[src/rtl/mem_port_arbiter.sv]
// Two-port (fetch A / data B) to single memory bus arbiter; one transaction in flight, alternating priority on contention.
// Grant to strobe 1 cycle, mem_resp to resp_x 1 cycle; requests are held by the CPU and the memory strobe is held until mem_resp.
module mem_port_arbiter #(
  parameter int ADDR_W = 16,
  parameter int DATA_W = 16
) (
  input  logic                clk,
  input  logic                rst_n,
  input  logic                read_a,
  input  logic                write_a,
  input  logic [DATA_W/8-1:0] wmask_a,
  input  logic [ADDR_W-1:0]   address_a,
  input  logic [DATA_W-1:0]   wdata_a,
  output logic                resp_a,
  output logic [DATA_W-1:0]   rdata_a,
  input  logic                read_b,
  input  logic                write_b,
  input  logic [DATA_W/8-1:0] wmask_b,
  input  logic [ADDR_W-1:0]   address_b,
  input  logic [DATA_W-1:0]   wdata_b,
  output logic                resp_b,
  output logic [DATA_W-1:0]   rdata_b,
  output logic                mem_read,
  output logic                mem_write,
  output logic [DATA_W/8-1:0] mem_wmask,
  output logic [ADDR_W-1:0]   mem_address,
  output logic [DATA_W-1:0]   mem_wdata,
  input  logic                mem_resp,
  input  logic [DATA_W-1:0]   mem_rdata
);

  localparam int MASK_W = DATA_W / 8;

  typedef enum logic [1:0] {IDLE, BUSY, DONE} state_t;

  state_t              state_q, state_d;
  logic                last_b_q, last_b_d;
  logic                gnt_b_q, gnt_b_d;
  logic                mem_read_q, mem_read_d;
  logic                mem_write_q, mem_write_d;
  logic [MASK_W-1:0]   mem_wmask_q, mem_wmask_d;
  logic [ADDR_W-1:0]   mem_address_q, mem_address_d;
  logic [DATA_W-1:0]   mem_wdata_q, mem_wdata_d;
  logic                resp_a_q, resp_a_d;
  logic                resp_b_q, resp_b_d;
  logic [DATA_W-1:0]   rdata_a_q, rdata_a_d;
  logic [DATA_W-1:0]   rdata_b_q, rdata_b_d;

  logic                pend_a, pend_b, sel_b, sel_wr;
  logic [DATA_W-1:0]   cap_rdata;

  assign pend_a = read_a | write_a;
  assign pend_b = read_b | write_b;
  // On contention the port that did not win last time goes first.
  assign sel_b  = pend_b & (~pend_a | ~last_b_q);
  assign sel_wr = sel_b ? write_b : write_a;
  // The strobe registers double as the captured op while BUSY.
  assign cap_rdata = mem_write_q ? '0 : mem_rdata;

  always_comb begin
    state_d       = state_q;
    last_b_d      = last_b_q;
    gnt_b_d       = gnt_b_q;
    mem_read_d    = mem_read_q;
    mem_write_d   = mem_write_q;
    mem_wmask_d   = mem_wmask_q;
    mem_address_d = mem_address_q;
    mem_wdata_d   = mem_wdata_q;
    resp_a_d      = 1'b0;
    resp_b_d      = 1'b0;
    rdata_a_d     = rdata_a_q;
    rdata_b_d     = rdata_b_q;

    case (state_q)
      IDLE: begin
        if (pend_a | pend_b) begin
          gnt_b_d       = sel_b;
          last_b_d      = sel_b;
          mem_write_d   = sel_wr;
          mem_read_d    = ~sel_wr;
          mem_address_d = sel_b ? address_b : address_a;
          mem_wdata_d   = sel_b ? wdata_b : wdata_a;
          mem_wmask_d   = sel_wr ? (sel_b ? wmask_b : wmask_a) : '1;
          state_d       = BUSY;
        end
      end
      BUSY: begin
        if (mem_resp) begin
          mem_read_d  = 1'b0;
          mem_write_d = 1'b0;
          if (gnt_b_q) begin
            resp_b_d  = 1'b1;
            rdata_b_d = cap_rdata;
          end else begin
            resp_a_d  = 1'b1;
            rdata_a_d = cap_rdata;
          end
          state_d = DONE;
        end
      end
      DONE:    state_d = IDLE;
      default: state_d = IDLE;
    endcase
  end

  always_ff @(posedge clk or negedge rst_n) begin
    if (!rst_n) begin
      state_q       <= IDLE;
      last_b_q      <= 1'b0;
      gnt_b_q       <= 1'b0;
      mem_read_q    <= 1'b0;
      mem_write_q   <= 1'b0;
      mem_wmask_q   <= '0;
      mem_address_q <= '0;
      mem_wdata_q   <= '0;
      resp_a_q      <= 1'b0;
      resp_b_q      <= 1'b0;
      rdata_a_q     <= '0;
      rdata_b_q     <= '0;
    end else begin
      state_q       <= state_d;
      last_b_q      <= last_b_d;
      gnt_b_q       <= gnt_b_d;
      mem_read_q    <= mem_read_d;
      mem_write_q   <= mem_write_d;
      mem_wmask_q   <= mem_wmask_d;
      mem_address_q <= mem_address_d;
      mem_wdata_q   <= mem_wdata_d;
      resp_a_q      <= resp_a_d;
      resp_b_q      <= resp_b_d;
      rdata_a_q     <= rdata_a_d;
      rdata_b_q     <= rdata_b_d;
    end
  end

  assign mem_read    = mem_read_q;
  assign mem_write   = mem_write_q;
  assign mem_wmask   = mem_wmask_q;
  assign mem_address = mem_address_q;
  assign mem_wdata   = mem_wdata_q;
  assign resp_a      = resp_a_q;
  assign resp_b      = resp_b_q;
  assign rdata_a     = rdata_a_q;
  assign rdata_b     = rdata_b_q;

endmodule

[config.mk]
export PLATFORM = sky130hd
export DESIGN_NAME = mem_port_arbiter
export DESIGN_NICKNAME = d
export VERILOG_FILES = /design/src/rtl/mem_port_arbiter.sv
export SDC_FILE = /design/constraint.sdc
export NUM_CORES = 1
export LEC_CHECK = 0
export ABC_AREA = 1
export BUFFER_PORTS_ARGS = -buffer_cell sky130_fd_sc_hd__buf_2
export CAP_MARGIN = 30
export CORE_MARGIN = 8
export CORE_UTILIZATION = 44
export DETAILED_ROUTE_END_ITERATION = 10
export GPL_TIMING_DRIVEN = 0
export PLACE_DENSITY = 0.81
export SETUP_SLACK_MARGIN = 0.1
export SYNTH_ARGS = -nofsm -noshare
export SYNTH_HDL_FRONTEND = slang
export SYNTH_SLANG_ARGS = --single-unit
[constraint.sdc]
create_clock -name clk -period 4.2 [get_ports clk]
set_clock_uncertainty 0.05 [all_clocks]
set_input_delay 0.42 -clock clk [delete_from_list [all_inputs] [get_ports clk]]
set_output_delay 0.42 -clock clk [all_outputs]
set_load 0.01 [all_outputs]
==> flow_metrics.env <==
export IMPL_routed_wl_um=10100
export IMPL_antenna_found_initial=0
export IMPL_cpMostUsedCell="nand2_1"
export IMPL_setup_viol=0
export IMPL_netSwitchingPower_uw=1370
export IMPL_area_growth_syn_to_layout_pct=33.7
export IMPL_yosys_top_cells_count="nand2_1, dfrtp_1, inv_1"
export IMPL_h_tree_depth=3
export IMPL_drtAntennaViolNets=0
export IMPL_initial_core_util_pct=44.9
export IMPL_rsz0062_at_grt="no"
export IMPL_outcome="complete, no violations"
export IMPL_register_area_um2=1830
export IMPL_multi_input_area_um2=1240
export IMPL_hpwl_um=7900
export IMPL_netlist_area_leader_share_pct=53.2
export IMPL_drt_initial_drc_count=107
export IMPL_final_cell_count_no_fill=710
export IMPL_ir_worst_vdd_v=0.000400
export IMPL_grt_max_degree=74
export IMPL_cts_sinks=73
export IMPL_fp_row_count=32
export IMPL_overflow=0
export IMPL_clock_latency_ps=340
export IMPL_worst_slew_pin_slew_ps=905
export IMPL_syn_num_nets=523
export IMPL_chipWidth_um=104
export IMPL_ys_async_sr_fraction_pct=100
export IMPL_cts_root_buf="clkbuf_8"
export IMPL_pre_cts_ws_ps=2530
export IMPL_syn_mean_instance_area_um2=7.94
export IMPL_cts_tree="yes"
export IMPL_p_int_uw=1910
export IMPL_cp_arrival_ps=1750
export IMPL_synthTopCellsByArea="dfrtp_1, nand2_1, o211ai_1"
export IMPL_dp_cells=694
export IMPL_start_kind="flip-flop"
export IMPL_core_area_um2=7650
export IMPL_avgViaCountPerCell=4.77
export IMPL_ys_flop_type="dfrtp_1"
export IMPL_p_leak_uw=0.00275
export IMPL_critical_path_buf_inv_count=4
export IMPL_wire_per_inst_um=14.2
export IMPL_power_clock_fraction_pct=18.8
export IMPL_tritoncts_num_buffers=9
export IMPL_vias=3389
export IMPL_yosysWarnings=0
export IMPL_ctsResizeCount=0
export IMPL_cts_buffer_depth=2
export IMPL_timing_slew_headroom_pct=39.7
export IMPL_hold_viol_final=0
export IMPL_min_path_type="input pin to async pin"
export IMPL_cap_violations=0
export IMPL_max_clock_freq_mhz=635
export IMPL_io_buffers=160
export IMPL_antenna_cells=0
export IMPL_place_gp_congestion=0.810
export IMPL_drt_pre_antenna_iters=4
export IMPL_fin_ws_ps=2620
export IMPL_path_delay_family="buffers and inverters"
export IMPL_layout_nets=694
export IMPL_yosysUniqueCellTypes=20
export IMPL_grt_pass1_vias=3665
export IMPL_finalCriticalPeriod_ps=1580
export IMPL_slew_violations=0
export IMPL_path_max_fanout=10
export IMPL_finalCritPeriodShare_pct=37.5
export IMPL_clk_pin_slew_ps=90
export IMPL_syn_area_um2=3430
export IMPL_syn_inst=432
export IMPL_crit_slowest_cell="dfrtp_1"
export IMPL_fin_tns_setup_ps=0
export IMPL_drive_gt1_share_pct=33.1
export IMPL_io_pins=161
export IMPL_path_class="flip-flop to flip-flop"
export IMPL_sw_frac_of_total_pct=41.6
export IMPL_p_per_area_nw_per_um2=715
export IMPL_grt_pass1_wl_um=17200
export IMPL_grt_usage_pct=18.8
export IMPL_fill_cells=724
export IMPL_synth_largest_area_cell="dfrtp_1"
export IMPL_cp_required_ps=4370
export IMPL_worstPathCellList="clkinv_1, nand2_1, a31oi_4, inv_2, buf_4, buf_4, nand2_1, nand2_1"
export IMPL_cts_setup_buffers=0
export IMPL_die_y_um=104
export IMPL_critical_path_max_stage_delay_ps=410
export IMPL_crit_path_end_kind="flip-flop"
export IMPL_drcViolationCount=0
export IMPL_yosysSeqAreaShare_pct=53.2
export IMPL_hold_buffers=0
export IMPL_ys_seq_elements=73
export IMPL_combinationalPowerShare_pct=44.9
export IMPL_die_area_um2=10900
export IMPL_p_seq_share_pct=36.3
export IMPL_synth_most_common_cell="nand2_1"
export IMPL_synth_edff_count=0
## routing by layer
layer	global-route usage, %	vias up	part of all wire [%]
li1	-	1672	-
met1	21.2	1558	41
met2	31.2	146	47
met3	7.81	13	10
met4	6.31	0	1.5
met5	0	-	0
## worst register-to-register path: cells and delay by family (launching register included)
family,cells,cell delay [ps]
buffers and inverters,4,470
AOI/OAI and AO/OA,1,320
and+or+nand+nor,3,220
DFF,1,410
## final cells by class
class,instances,area share (%)
clock inverter,7,2.21
tap,102,2.78
timing repair buffer,160,17.5
inverter,59,4.83
buffer,24,3.11
multi-input combinational,276,27.0
sequential,73,39.8
clock buffer,9,2.70
## layout by cell type, fill, tap and decap left out, drive strengths merged, types with 2 or more instances in the layout
| cell type | instances |
|---|---|
| buf | 177 |
| nor2 | 20 |
| clkbuf | 16 |
| clkinv | 2 |
| o211ai | 32 |
| dfrtp | 73 |
| o21ai | 35 |
| bufinv | 2 |
| clkinvlp | 2 |
| inv | 60 |
| nand2 | 185 |
## metrics by stage
stage               util, %  area, um2  hold WS [ps]  power, uW
finish                 60.0       4590           131       3280
global route           60.0       4590           214       3570
CTS                    60.0       4590           176       3330
detailed placement     57.0       4360           410       2700
global placement       57.0       4360           407       2640
floorplan                 -       3430          74.4       2070
## flip-flops by register name, indices dropped and copies added, names as in the netlist
name / count
resp_b: 1
mem_write: 1
gnt_b_q: 1
mem_wdata: 16
state_q: 2
rdata_b: 16
resp_a: 1
mem_wmask: 2
rdata_a: 16
mem_read: 1
mem_address: 16
## cells by family after synthesis
| logic type | Yosys count | share of synthesized area, % |
|---|---|---|
| buf+inv | 83 | 10.6 |
| compound gates | 69 | 13.1 |
| flops | 73 | 53.2 |
| simple gates | 207 | 23.1 |
## power groups by stage
stage	Combinational (uW)	Sequential (uW)	Clock [uW]
floorplan	735	1330	0
CTS	1510	1190	628
finish	1470	1190	617
global placement	1450	1180	0
global route	1680	1230	661
detailed placement	1510	1200	0
## worst paths after layout
check / end / slack [ps] / cells after the start / from
max in group asynchronous: rdata_b[14] / 3350 / 1 / rst_n
worst min register to register: mem_address[11] / 430 / 2 / mem_address[11]
worst max-delay path: mem_wdata[10] / 2620 / 8 / state_q[1]
min in group clk: state_q[0] / 220 / 2 / mem_resp
worst min-delay path: rdata_b[9] / 130 / 1 / rst_n
worst max register to register: mem_wdata[10] / 2620 / 8 / state_q[1]
Note: power is estimated with default switching activity, not from simulation.
